--- config.mk ---
export PLATFORM = sky130hd
export DESIGN_NAME = iob_intr_packetizer
export DESIGN_NICKNAME = d
export VERILOG_FILES = /design/src/rtl/iob_intr_packetizer_pkg.sv /design/src/rtl/iob_rr_arbiter.sv /design/src/rtl/iob_intr_packetizer.sv
export VERILOG_INCLUDE_DIRS = /design/src /design/src/rtl
export SDC_FILE = /design/constraint.sdc
export NUM_CORES = 1
export LEC_CHECK = 0
export BUFFER_PORTS_ARGS = -buffer_cell sky130_fd_sc_hd__buf_2
export CAP_MARGIN = 20
export CORE_ASPECT_RATIO = 2
export CORE_UTILIZATION = 50
export CTS_CLUSTER_DIAMETER = 40
export DETAILED_ROUTE_END_ITERATION = 12
export PLACE_DENSITY = 0.74
export SLEW_MARGIN = 20
export SYNTH_ARGS = -nofsm -noshare
export SYNTH_HDL_FRONTEND = slang
export SYNTH_SLANG_ARGS = --single-unit
--- constraint.sdc ---
create_clock -name clk -period 9.31 [get_ports clk]
set_input_delay 1.862 -clock clk [delete_from_list [all_inputs] [get_ports clk]]
set_output_delay 1.862 -clock clk [all_outputs]
set_load 0.005 [all_outputs]
--- src/rtl/iob_noc_define.sv ---
// iob_noc_define: shared NoC message field macros
`ifndef IOB_NOC_DEFINE_SV
`define IOB_NOC_DEFINE_SV
`define NOC_DATA_WIDTH 64
`define MSG_DST_X 49:42
`define MSG_DST_Y 41:34
`define NOC_FBITS_L1 4'b0000
`define MSG_TYPE_INTERRUPT 8'd32
`endif

--- src/rtl/iob_intr_packetizer_pkg.sv ---
// iob_intr_packetizer_pkg: flit type and interrupt flit builders
`ifndef NOC_DATA_WIDTH
`include "iob_noc_define.sv"
`endif
package iob_intr_packetizer_pkg;
  localparam int FLIT_W = `NOC_DATA_WIDTH;
  typedef logic [FLIT_W-1:0] flit_t;
  function automatic flit_t mk_header(input logic [7:0] x, input logic [7:0] y);
    flit_t h;
    h = {14'b0, 5'b0, 3'b0, 8'b0, `NOC_FBITS_L1, 8'd1, `MSG_TYPE_INTERRUPT, 14'b0};
    h[`MSG_DST_X] = x;
    h[`MSG_DST_Y] = y;
    return h;
  endfunction
  function automatic flit_t mk_payload(input logic [63:0] d);
    return {d[63:16], 7'b0, d[8:0]};
  endfunction
endpackage

--- src/rtl/iob_rr_arbiter.sv ---
// iob_rr_arbiter: round-robin grant starting at an internal pointer
module iob_rr_arbiter #(
  parameter int N = 4,
  localparam int IW = N > 1 ? $clog2(N) : 1
) (
  input  logic          clk,
  input  logic          rst,
  input  logic [N-1:0]  req,
  input  logic          advance,
  output logic [N-1:0]  gnt,
  output logic [IW-1:0] gnt_idx
);
  logic [IW-1:0] ptr;
  // first asserted request at or after ptr; descending scan lets the nearest one win
  always_comb begin
    gnt_idx = ptr;
    for (int i = N - 1; i >= 0; i--)
      if (req[(int'(ptr) + i) % N]) gnt_idx = IW'((int'(ptr) + i) % N);
    gnt = |req ? N'(1) << gnt_idx : '0;
  end
  // pointer moves past the winner only when its transfer happens
  always_ff @(posedge clk)
    if (rst) ptr <= '0;
    else if (advance) ptr <= (int'(gnt_idx) == N - 1) ? '0 : gnt_idx + 1'b1;
endmodule

--- src/rtl/iob_intr_packetizer.sv ---
// iob_intr_packetizer: arbitrate interrupt requests into 2-flit NoC packets through a bounded FIFO
`ifndef NOC_DATA_WIDTH
`include "iob_noc_define.sv"
`endif
module iob_intr_packetizer
  import iob_intr_packetizer_pkg::*;
#(
  parameter int NUM_CH = 4,
  parameter int FIFO_DEPTH = 16,
  parameter int TILES_X = 8,
  parameter int TILES_Y = 8,
  parameter int TILEID_W = 32,
  localparam int CW = NUM_CH > 1 ? $clog2(NUM_CH) : 1,
  localparam int LW = $clog2(FIFO_DEPTH) + 1
) (
  input  logic                       clk,
  input  logic                       rst,
  input  logic [NUM_CH-1:0]          req_val,
  output logic [NUM_CH-1:0]          req_rdy,
  input  logic [NUM_CH*TILEID_W-1:0] req_tileid,
  input  logic [NUM_CH*64-1:0]       req_data,
  output logic                       noc_out_val,
  input  logic                       noc_out_rdy,
  output logic [`NOC_DATA_WIDTH-1:0] noc_out_data,
  output logic                       err_bad_tile,
  output logic [CW-1:0]              err_ch,
  output logic [15:0]                drop_cnt,
  output logic [LW-1:0]              fifo_level
);
  localparam int PW = $clog2(FIFO_DEPTH);
  logic [NUM_CH-1:0]   gnt;
  logic [CW-1:0]       gidx;
  logic                xfer, bad, wr, rd;
  logic [TILEID_W-1:0] tid;
  logic [63:0]         d;
  logic [PW-1:0]       wr_ptr, rd_ptr;
  flit_t               mem [FIFO_DEPTH];
  iob_rr_arbiter #(.N(NUM_CH)) u_arb (
    .clk(clk), .rst(rst), .req(req_val), .advance(xfer), .gnt(gnt), .gnt_idx(gidx)
  );
  // accept only with room for a whole packet, ignoring any same-cycle read
  always_comb begin
    req_rdy = (!rst && fifo_level <= LW'(FIFO_DEPTH - 2)) ? gnt : '0;
    xfer = |(req_val & req_rdy);
    tid = req_tileid[gidx*TILEID_W +: TILEID_W];
    d = req_data[gidx*64 +: 64];
    bad = tid >= TILEID_W'(TILES_X * TILES_Y);
    wr = xfer && !bad;
    noc_out_val = fifo_level != '0;
    rd = noc_out_val && noc_out_rdy;
    noc_out_data = noc_out_val ? mem[rd_ptr] : '0;
  end
  // header and payload land together so a packet is never split
  always_ff @(posedge clk)
    if (!rst && wr) begin
      mem[wr_ptr] <= mk_header(8'(tid % TILEID_W'(TILES_X)), 8'(tid / TILEID_W'(TILES_X)));
      mem[PW'(wr_ptr + 1'b1)] <= mk_payload(d);
    end
  // pointers, occupancy and drop reporting
  always_ff @(posedge clk)
    if (rst) begin
      wr_ptr <= '0;
      rd_ptr <= '0;
      fifo_level <= '0;
      err_bad_tile <= 1'b0;
      err_ch <= '0;
      drop_cnt <= '0;
    end else begin
      wr_ptr <= wr ? PW'(wr_ptr + 2'd2) : wr_ptr;
      rd_ptr <= rd ? rd_ptr + 1'b1 : rd_ptr;
      fifo_level <= fifo_level + (wr ? LW'(2) : LW'(0)) - LW'(rd);
      err_bad_tile <= xfer && bad;
      err_ch <= gidx;
      drop_cnt <= drop_cnt + 16'(xfer && bad && drop_cnt != 16'hFFFF);
    end
  a_level: assert property (@(posedge clk) disable iff (rst) fifo_level <= LW'(FIFO_DEPTH));
endmodule

-- After elaboration in Yosys (flattened, before gate mapping)
Memory sizes are Yosys's and may differ from the RTL's. A register that Yosys moved wholly into a read port is not among the register bits.
Index checks and enable logic that the tools add are counted.
W data, S select, Z words.
- register bits after elaboration: 34
- memory bits (writable): 912
- input bits: 391
- output and inout bits: 93
- word-level logic and storage cells: 71
- memories kept: 1
- add/sub/neg operators: 10
- $lt $le $gt $ge: 6
- equality and inequality tests: 2
- shifts and indexed selects: 3
- mux-type cells: 24
- bitwise gates (word level): 4
- reductions and logical operators: 14
- memory list (memory ; depth ; bits a word ; rd ports ; clocked after Yosys merged registers in ; wr ports ; line ; source):
    mem ; 16 ; 57 ; 1 ; 1 ; 2 ; iob_intr_packetizer.sv:37 ; flit_t mem [FIFO_DEPTH];
- operators by type and width (operator ; number):
    $shiftx A256 B9 Y64 ; 1
    $shiftx A128 B8 Y32 ; 1
    $mux W64 ; 1
    $ge A32 B7 Y1 const B ; 1
    $add A16 B1 Y16 ; 1
    $mux W4 ; 4
    $ne A16 B16 Y1 const B ; 1
    $lt A3 B4 Y1 const B ; 3
    $mux W2 ; 6
    $mux W1 ; 9
    $add A4 B1 Y4 const B ; 2
    $bmux W1 S2 ; 4
    $reduce_or A4 Y1 ; 2
    $logic_and A1 B1 Y1 ; 6
    $reduce_or A2 Y1 ; 3
    $add A5 B2 Y5 ; 1
    $le A5 B4 Y1 const B ; 1
    $reduce_bool A5 Y1 ; 1
    $sub A5 B1 Y5 ; 1
    $add A2 B1 Y2 const B ; 2
    $add A2 B2 Y2 const B ; 2
    $add A4 B2 Y4 const B ; 1
    $and A4 B4 Y4 ; 1
    $shl A1 B2 Y4 const A ; 1
    other kinds (4) ; 7

-- Longest topological paths before layout
Gate-level depths: netlist (run 1).
- word-level depth: 19
- mapped depth: 20
- gate-level depth less buffers: 18

-- Hierarchy
A second synthesis (run 1) with hierarchy kept.
- cells, all modules: 1179
- area total of the unflattened synthesis: 24370.9 um2
- by module, submodules not included (module ; instances ; cells an instance ; area an instance (um2) ; seq. area each (um2)):
    iob_intr_packetizer ; 1 ; 1148 ; 24113.1 ; 17036.3
    iob_rr_arbiter ; 1 ; 31 ; 257.7 ; 40.0

-- Least setup slack after synthesis (run 1)
Ideal clock, no wire load.
- path kind: input to register
- start: input req_val[0]
- end: memory mem[0][27] in the netlist's numbering (enable)
- library setup time: 0.578 ns
- arrival: 9.026 ns
- required time: 8.732 ns
- slack: -0.294 ns
- stages on the path: 12
- buffers on the path: 2
- path through: nor2b_1 or4_1 nand2_1 clkbuf_1 clkbuf_1 ha_1 a22oi_1 a21oi_1 inv_1 a211oi_2 nand4b_1 nor3_1
- RTL lines (what ; line ; source):
    start: declaration ; iob_intr_packetizer.sv:18 ; input logic [NUM_CH-1:0] req_val,
    end: declaration ; iob_intr_packetizer.sv:37 ;

==> results.json, run 1 <==
{
  "cts_max_path_buffers": 3,
  "synth_warnings": 0,
  "finalCritPeriodShare_pct": 71.3,
  "syn-instance-count": 1548,
  "routed_wirelength_um": 65600,
  "p_leak_nw": 10.5,
  "run_status": "completed",
  "synth_area_leaders": "edfxtp_1 (66%), mux4_2 (13%), nand2_1 (4.0%), dfxtp_1 (3.0%), mux2i_1 (2.0%)",
  "place_congestion": 0.979,
  "timing.critical_path.to_type": "flip-flop",
  "clock_sink_count": 581,
  "io_buffer_count": 448,
  "initial_core_utilization_pct": 50.4,
  "final_core_util_pct": 60.1,
  "setup.worst_path.start_class": "input pin",
  "post_synthesis_register_bit_count": 581,
  "wire_length_of_the_first_global_routing_pass_um": 95600,
  "ys_top_cells_by_count": "edfxtp_1 (544), nand2_1 (265), mux4_2 (148)",
  "synthesis.area_mm2": 0.0247,
  "timing.hold.ws_ns": 0.510,
  "layout-area-overhead-vs-synth_pct": 19.3,
  "maximum_number_of_pins_on_one_net_before_global_route_repair": 74,
  "timing.critical_path.cells": "buf_2, nor3_1, or4_1, nand2_4, inv_4, ha_1, a22oi_1, a21oi_1, buf_4, inv_1, a211oi_2, nand4b_1, nor2_4, buf_4",
  "timing.clock.skew_ns": 0.0195,
  "report.final.setup_viol": 0,
  "vdd_drop_max_uv": 157,
  "worst-slew-pin-transition_ns": 1.17,
  "maxSlewViolCount": 0,
  "maxSlewHeadroom_pct": 22.2,
  "period_minus_slack_ns": 6.64,
  "antenna_found_initial": 12,
  "die_height_um": 317,
  "design.final.nets": 2389,
  "dp.final_hpwl_um": 44000,
  "via_count": 15731,
  "placement.cell_area_mm2": 0.0277,
  "synth_top_area_cell": "edfxtp_1",
  "placementRows": 115,
  "cts_buffers": 49,
  "post_cts_setup_repair_buffer_count": 0,
  "dr.pass1.iters": 7,
  "timing.setup.critical_path_class": "in2reg",
  "hold_viol_final": 0,
  "dominant_cell_by_count_in_the_synthesized_netlist": "edfxtp_1",
  "post_drt_via_cell_ratio": 5.90,
  "crit_path_top_delay_cell": "nor2_4",
  "hold_depth": 2,
  "synth_top_cell_area_share_pct": 66.0,
  "core_area_mm2": 0.0491,
  "grt_pass1_vias": 15869,
  "achievable-frequency_mhz": 151,
  "route.detailed.drc": 0,
  "synth_cell_types": 43,
  "gr-usage-all-layers_pct": 26.1,
  "min-delay-path-class": "reg2reg",
  "cts_hold_buffers": 0,
  "cp.depth": 14,
  "cp_slowest_stage_delay_ns": 0.94,
  "critical_path.n_buffers_inverters": 5,
  "cts.root.buffer_cell": "clkbuf_16",
  "drt_iter0_drc": 1154,
  "dieWidth_um": 159,
  "ctsResizeCount": 0,
  "synth-edff-count": 544,
  "drive_above_1_share_pct": 36.2,
  "postRouteAntennaNets": 0,
  "die_area_mm2": 0.0504,
  "final_area_mm2": 0.0295,
  "grt_setup_unrepaired": "false",
  "clkLatencyLatePin_ns": 0.58,
  "synth-async-reset-ratio_pct": 0,
  "crit_fanout": 63,
  "required_ns": 9.55,
  "syn_avg_cell_area_um2": 16.0,
  "ys_seq_area_share_pct": 69.0,
  "p_total_mw": 6.81,
  "worst_r2r_path_depth": 13,
  "cts.reportedPaths.clkPinSlew_ns": 0.07,
  "cts_max_level": 2,
  "tritoncts": "built",
  "synthFlopType": "edfxtp_1",
  "post_drt_wl_per_cell_um": 24.6,
  "critPathMostFrequentCell": "buf_4",
  "io-pin-count": 484,
  "globalRoute.totalOverflow": 0,
  "cap_violations": 0,
  "cell_pwr_density_mw_per_mm2": 231,
  "timing.critical_path.max_delay_family": "simple AND/OR/NAND/NOR gates",
  "worst_ep_arrival_time_ns": 6.88,
  "fin_setup_tns_ns": 0
}
per-stage QoR:
step                      instances  worst slack [ns]
final                          2667              2.67
after global routing           2665              2.28
after CTS                      2664              2.68
after detailed placement       2573              2.07
after global placement         2573              2.18
after floorplan                1554              1.53
flip-flops by register name (all words and copies together) (netlist names), named ones only:
name / cells
mem: 544
drop_cnt: 16
fifo_level: 5
rd_ptr: 4
wr_ptr: 3
err_ch: 2
u_arb.ptr: 2
err_bad_tile: 1
cells by family after synthesis:
| kind of cell | after synthesis | share of synthesized area, % |
|---|---|---|
| other | 1 | 0.0152 |
| buffers and inverters | 113 | 1.83 |
| and+or+nand+nor | 520 | 9.59 |
| DFF | 581 | 69.0 |
| xor gates and xnor gates | 15 | 0.531 |
| AOI/OAI and AO/OA | 102 | 2.56 |
| muxes | 199 | 15.6 |
| adders and majority gates | 17 | 0.890 |
placed cells by master (no fill, tap or decap), drive strengths merged, types with 5 or more instances in the layout:
cell / count
buf: 475
nor2b: 9
mux2i: 50
dfxtp: 37
edfxtp: 544
nor2: 79
inv: 17
nor4: 13
nand3: 28
xor2: 12
and2: 21
ha: 16
conb: 7
and3: 67
clkbuf: 61
clkinv: 16
a21oi: 11
a31oi: 63
or4: 9
nand2: 265
nor3: 7
o21ai: 17
bufinv: 8
mux4: 148
nand2b: 5
nand4: 9
cell type report:
class / count / area [um^2]
Fill cell: 3589 / 19600
Sequential cell: 581 / 17100
Multi-Input combinational cell: 860 / 7330
Timing Repair Buffer: 475 / 2470
Clock buffer: 61 / 1360
Tap cell: 643 / 805
Clock inverter: 30 / 389
Inverter: 14 / 55.1
Antenna cell: 3 / 7.51
power breakdown:
group | switching (mW) | internal [mW] | total (mW) | leakage, nW
combinational | 0.862 | 0.601 | 1.46 | 4.49
clock | 0.928 | 1.27 | 2.19 | 0.860
sequential | 0.0761 | 3.08 | 3.15 | 5.19
total | 1.87 | 4.94 | 6.81 | 10.5
final timing paths:
| path | from | end | slack, ns |
|---|---|---|---|
| setup / recovery | req_val[2] | mem[5][26] | 2.67 |
| hold / removal | drop_cnt[11] | drop_cnt[11] | 0.51 |
| setup reg to reg | u_arb.ptr[1] | mem[5][26] | 3.67 |
| hold reg to reg | drop_cnt[11] | drop_cnt[11] | 0.51 |
layer usage:
layer	GRT usage [%]	wire, um
met1	31.1	23000
met2	46.0	33500
met3	4.88	6090
met4	12.2	2970
met5	0	68
worst reg2reg max path: stages, from the launching register on:
cell	delay, ns
dfxtp_1	0.46
and3b_1	0.22
or4_1	0.43
nand2_4	0.48
inv_4	0.71
ha_1	0.30
a22oi_1	0.08
a21oi_1	0.14
buf_4	0.18
inv_1	0.06
a211oi_2	0.32
nand4b_1	0.45
nor2_4	0.94
buf_4	0.50
(Power assumes the default switching activity.)
==> run 2: changes to the inputs <==
- clock period: 9.31 -> 5.6 ns (I/O delays scaled with it)
==> run 2 against run 1 <==
Design area grew 0.50%. Hold slack gained 0.0086 ns. Sequential share of layout area shrank 0.29 points. Count of clock-buffer cells in the layout grew 3. Setup slack lost 1.7 ns. Sequential power grew 67%. Final cell count grew 0.49%. Via count grew 0.66%. Largest cell class unchanged. Largest power group unchanged.
==> results.json, run 2 (synthesis results as in run 1) <==
{
  "vdd_drop_max_uv": 252,
  "timing.critical_path.from": "fifo_level[2]",
  "r2r-start": "u_arb.ptr[1]",
  "hold_path.startpoint": "drop_cnt[9]",
  "post_drt_via_cell_ratio": 5.91,
  "largestRegisters": "mem x544, drop_cnt x16, fifo_level x5",
  "final_common_cell": "edfxtp_1",
  "clock_sink_count": 581,
  "via_count": 15835,
  "cap_violations": 0,
  "largest_register_ff_count": 544,
  "cts_hold_buffers": 0,
  "timing.setup.critical_path_class": "reg2out",
  "hold_viol_final": 0,
  "worst-slew-pin-transition_ns": 1.17,
  "io_buffer_count": 448,
  "setup.worst_path.start_class": "flip-flop",
  "drive_above_1_share_pct": 36.1,
  "dp.final_hpwl_um": 46600,
  "grt_setup_unrepaired": "false",
  "timing.hold.ws_ns": 0.518,
  "drt_iter0_drc": 1282,
  "worst_ep_arrival_time_ns": 3.54,
  "wire_length_of_the_first_global_routing_pass_um": 99200,
  "finalCritPeriodShare_pct": 83.2,
  "maximum_number_of_pins_on_one_net_before_global_route_repair": 80,
  "cts_max_path_buffers": 3,
  "cell_pwr_density_mw_per_mm2": 379,
  "io-pin-count": 484,
  "globalRoute.totalOverflow": 0,
  "post_drt_wl_per_cell_um": 25.6,
  "postRouteAntennaNets": 0,
  "timing.clock.skew_ns": 0.0200,
  "report.final.setup_viol": 0,
  "gr-usage-all-layers_pct": 27.3,
  "place_congestion": 1.01,
  "cts_max_level": 2,
  "maxSlewHeadroom_pct": 21.4,
  "required_ns": 4.48,
  "period_minus_slack_ns": 4.66,
  "dieWidth_um": 159,
  "crit_fanout": 24,
  "seqCellArea_mm2": 0.0171,
  "cts.reportedPaths.clkPinSlew_ns": 0.06,
  "run_status": "completed",
  "achievable-frequency_mhz": 215,
  "initial_core_utilization_pct": 50.4,
  "timing.critical_path.to_type": "output port",
  "cts_buffers": 50,
  "ctsResizeCount": 0,
  "dp.cells": 2590,
  "route.detailed.drc": 0,
  "post_layout_nonfiller_instances": 2680,
  "routed_wirelength_um": 68700,
  "layout-area-overhead-vs-synth_pct": 19.9,
  "min-delay-path-class": "reg2reg",
  "dr.pass1.iters": 7,
  "core_area_mm2": 0.0491,
  "die_height_um": 317,
  "post_cts_setup_repair_buffer_count": 0,
  "layout.cells.most_common_list": "edfxtp_1 (544), buf_2 (448), nand2_1 (263)",
  "p_leak_nw": 10.6,
  "clkLatencyLatePin_ns": 0.57,
  "multiInputGateArea_mm2": 0.00733,
  "cts.root.buffer_cell": "clkbuf_16",
  "placementRows": 115,
  "grt_pass1_vias": 16252,
  "max_flop_register": "mem",
  "die_area_mm2": 0.0504,
  "antenna_found_initial": 6,
  "tritoncts": "built",
  "maxSlewViolCount": 0,
  "fill_cells": 3671,
  "design.final.nets": 2407
}
run 2: cell types whose count changed in the layout (fill, tap and decap cells not counted), moves of 2 or more:
cell        before  now
buf_12           2   12
clkinv_4         0    3
buf_4           24   32
clkbuf_4         3    0
clkbuf_1         4   11
clkinvlp_4       3    1
clkbuf_8         3    0
clkinv_8         2    0
clkbuf_16       51   53
bufinv_16        8    5
clkinv_2        12    4
clkinv_1         2    7
run 2: worst max-delay path, stage by stage (launching register included):
cell     delay [ns]
dfxtp_1        0.52
inv_1          0.14
ha_1           0.23
nor4b_1        0.15
buf_4          0.17
inv_1          0.06
buf_4          0.24
nand2_2        0.41
buf_4          0.41
nor2_1         0.42
buf_2          0.20
run 2: final timing paths:
path,to,slack (ns),depth (start not counted)
max,noc_out_data[17],0.94,10
min,drop_cnt[9],0.52,2
max reg2reg,drop_cnt[14],1.48,14
min reg2reg,drop_cnt[9],0.52,2
run 2: layout make-up:
type	count	share of cell area, %
Clock buffer	64	4.61
Inverter	14	0.186
Sequential cell	581	57.6
Timing Repair Buffer	492	9.18
Antenna cell	2	0.0169
Clock inverter	24	0.920
Multi-Input combinational cell	860	24.7
Tap cell	643	2.71
run 2: per-layer routing:
layer | global-route usage [%] | vias to the layer above | part of all wire [%]
met5 | 0 | - | 0.039
met3 | 4.46 | 157 | 7.9
met1 | 30.9 | 7889 | 34
met2 | 49.3 | 882 | 53
li1 | - | 6903 | -
met4 | 14.4 | 4 | 5.2
run 2: metrics by stage:
stage / area, um^2 / utilization, % / power (mW) / setup WS (ns) / TNS [ns]
2_1_floorplan: 24800 / - / 6.80 / -0.0863 / -32.57
3_3_place_gp: 28000 / 57.0 / 7.79 / 0.765 / 0
3_5_place_dp: 28000 / 57.0 / 7.86 / 0.677 / 0
4_1_cts: 29600 / 60.4 / 11.3 / 0.831 / 0
5_1_grt: 29600 / 60.4 / 11.7 / 0.802 / 0
6_report: 29700 / 60.4 / 11.2 / 0.940 / 0
run 2: report_power, final:
part | leakage, nW | total (mW) | internal (mW) | switching [mW]
logic | 4.61 | 2.50 | 1.03 | 1.46
clock network | 0.797 | 3.48 | 1.97 | 1.51
registers | 5.19 | 5.26 | 5.11 | 0.145
==> run 3: changes to the inputs <==
- PLACE_DENSITY: 0.74 -> 0.71
- clock period: 5.6 -> 4.8 ns (I/O delays scaled with it)
==> run 3 against run 2 <==
Clock skew rose by 0.0041 ns. Combinational power rose by 19%. Critical path depth rose by 5. Critical path type is now in2reg. Setup slack got worse by 0.13 ns. Final cell count rose by 0.93%. Largest power group unchanged.
==> results.json, run 3 (synthesis results as in run 1) <==
{
  "cts_hold_buffers": 0,
  "timing.critical_path.to_type": "flip-flop",
  "timing.setup.critical_path_class": "in2reg",
  "required_ns": 5.24,
  "setup.worst_path.start_class": "input pin",
  "max_flop_register": "mem",
  "dr.pass1.iters": 7,
  "timing.rr.end": "fifo_level[3]",
  "achievable-frequency_mhz": 250,
  "ff2ff_setup_slack_ns": 0.95,
  "via_count": 15743,
  "final_common_cell": "edfxtp_1",
  "finalCritPeriodShare_pct": 83.2,
  "cp_slowest_stage_delay_ns": 0.64,
  "cts.reportedPaths.clkPinSlew_ns": 0.06,
  "globalRoute.totalOverflow": 0,
  "antenna_found_initial": 11,
  "dp.final_hpwl_um": 45100,
  "design.final.nets": 2426,
  "hold_path.startpoint": "drop_cnt[11]",
  "critical_path.n_buffers_inverters": 4,
  "timing.clock.skew_ns": 0.0242,
  "p_leak_nw": 10.7,
  "worst-slew-pin-transition_ns": 0.989,
  "grt_setup_unrepaired": "false",
  "worst_ep_arrival_time_ns": 4.43,
  "clock_sink_count": 581,
  "min-delay-path-class": "reg2reg",
  "layout.cells.most_common_list": "edfxtp_1 (544), buf_2 (448), nand2_1 (263)",
  "period_minus_slack_ns": 3.99,
  "hold_viol_final": 0,
  "power_frac_seq_pct": 46.3,
  "cts.root.buffer_cell": "clkbuf_16",
  "ctsResizeCount": 0,
  "post_cts_setup_repair_buffer_count": 0,
  "vdd_drop_max_uv": 317,
  "crit_path_top_delay_cell": "or4_4",
  "run_status": "completed",
  "wire_length_of_the_first_global_routing_pass_um": 96900,
  "layout-area-overhead-vs-synth_pct": 21.0,
  "route.detailed.drc": 0,
  "largestRegisters": "mem x544, drop_cnt x16, fifo_level x5",
  "drt_iter0_drc": 1045,
  "die_height_um": 317,
  "worst_r2r_path_depth": 14,
  "io-pin-count": 484,
  "cell_int_power_mw": 9.51,
  "cts_max_path_buffers": 3,
  "postRouteAntennaNets": 0,
  "hold_depth": 2,
  "placement.cell_area_mm2": 0.0283,
  "maxSlewHeadroom_pct": 33.8,
  "worst_hold_path.endpoint": "drop_cnt[11]",
  "power.combinational.fraction_pct": 22.6,
  "routed_wirelength_um": 65400,
  "gr-usage-all-layers_pct": 26.2,
  "final_area_mm2": 0.0299,
  "dieWidth_um": 159,
  "r2r-start": "u_arb.ptr[0]",
  "placementRows": 115,
  "fin_setup_tns_ns": 0,
  "timing.critical_path.max_delay_family": "simple AND/OR/NAND/NOR gates",
  "drive_above_1_share_pct": 37.2,
  "clock_power_share_pct": 31.1,
  "largest_register_ff_count": 544,
  "post_drt_wl_per_cell_um": 24.2,
  "io_buffer_count": 448,
  "initial_core_utilization_pct": 50.4,
  "cts_max_level": 2,
  "cp.depth": 15,
  "cell_pwr_density_mw_per_mm2": 439,
  "power_switching_share_pct": 27.7,
  "crit_fanout": 15,
  "maxSlewViolCount": 0,
  "clkLatencyLatePin_ns": 0.57,
  "post_drt_via_cell_ratio": 5.82,
  "core_area_mm2": 0.0491,
  "place_congestion": 0.950,
  "die_area_mm2": 0.0504,
  "timing.hold.ws_ns": 0.505,
  "tritoncts": "built",
  "fill_cells": 3630,
  "report.final.setup_viol": 0,
  "switching_power_mw": 3.65,
  "grt_pass1_vias": 16163,
  "cts_buffers": 48,
  "timing.critical_path.cells": "buf_2, nor2b_4, or4_4, nand2_4, inv_4, mux4_2, a211oi_2, nand3_2, ha_1, inv_1, ha_1, inv_1, fa_1, xnor2_1, nor2_1",
  "cap_violations": 0,
  "maximum_number_of_pins_on_one_net_before_global_route_repair": 116
}
[run 3: how the worst max path moves through the flow]
| stage | from | to | slack, ns |
|---|---|---|---|
| final | req_val[0] | fifo_level[3] | 0.81 |
| after global routing | req_val[0] | fifo_level[3] | 0.65 |
| after CTS | flip-flop | noc_out_data[41] | 0.81 |
| after detailed placement | req_val[0] | fifo_level[3] | 0.24 |
| after global placement | req_val[0] | fifo_level[3] | 0.25 |
| after floorplan | req_val[0] | mem[0][27] | -0.54 |
[run 3: area by class of cell]
cell class / count / area, um^2 / share of cell area, %
sequential: 581 / 17100 / 57.1
multi-input combinational: 860 / 7360 / 24.6
timing repair buffer: 513 / 2970 / 9.91
clock buffer: 56 / 1250 / 4.18
tap: 643 / 805 / 2.69
clock inverter: 32 / 397 / 1.32
inverter: 14 / 55.1 / 0.184
antenna: 6 / 15.0 / 0.0501
[run 3: through the flow]
stage | utilization [%] | worst slack (ns) | std cells | power [mW]
after CTS | 61.0 | 0.811 | 2699 | 13.2
after floorplan | - | -0.535 | 1554 | 7.95
after detailed placement | 57.6 | 0.238 | 2611 | 9.20
after global placement | 57.6 | 0.249 | 2611 | 9.13
after global routing | 61.0 | 0.647 | 2702 | 13.6
final | 61.0 | 0.808 | 2705 | 13.2
[run 3: worst reg2reg max path: cells and delay by family (launching register included)]
| family | cells | cell delay (ns) |
|---|---|---|
| xor gates and xnor gates | 1 | 0.15 |
| buffers and inverters | 3 | 0.25 |
| muxes | 1 | 0.50 |
| AOI/OAI and AO/OA | 1 | 0.30 |
| adders and majority gates | 3 | 0.88 |
| DFF | 1 | 0.48 |
| and+or+nand+nor | 5 | 1.18 |
[run 3: routing by layer]
metal / routed length (um) / vias to the layer above / global-route usage (%)
met3: 4840 / 106 / 3.69
met1: 23800 / 7872 / 31.3
met5: 46 / - / 0
met2: 35000 / 813 / 48.9
met4: 1710 / 8 / 7.80
li1: - / 6944 / -
[run 3: power groups by stage]
stage	registers [mW]	clock network, mW	logic, mW
after floorplan	6.10	0	1.85
after global placement	6.20	0	2.93
after detailed placement	6.20	0	3.00
after CTS	6.09	4.14	3.01
after global routing	6.10	4.31	3.22
final	6.08	4.09	2.98
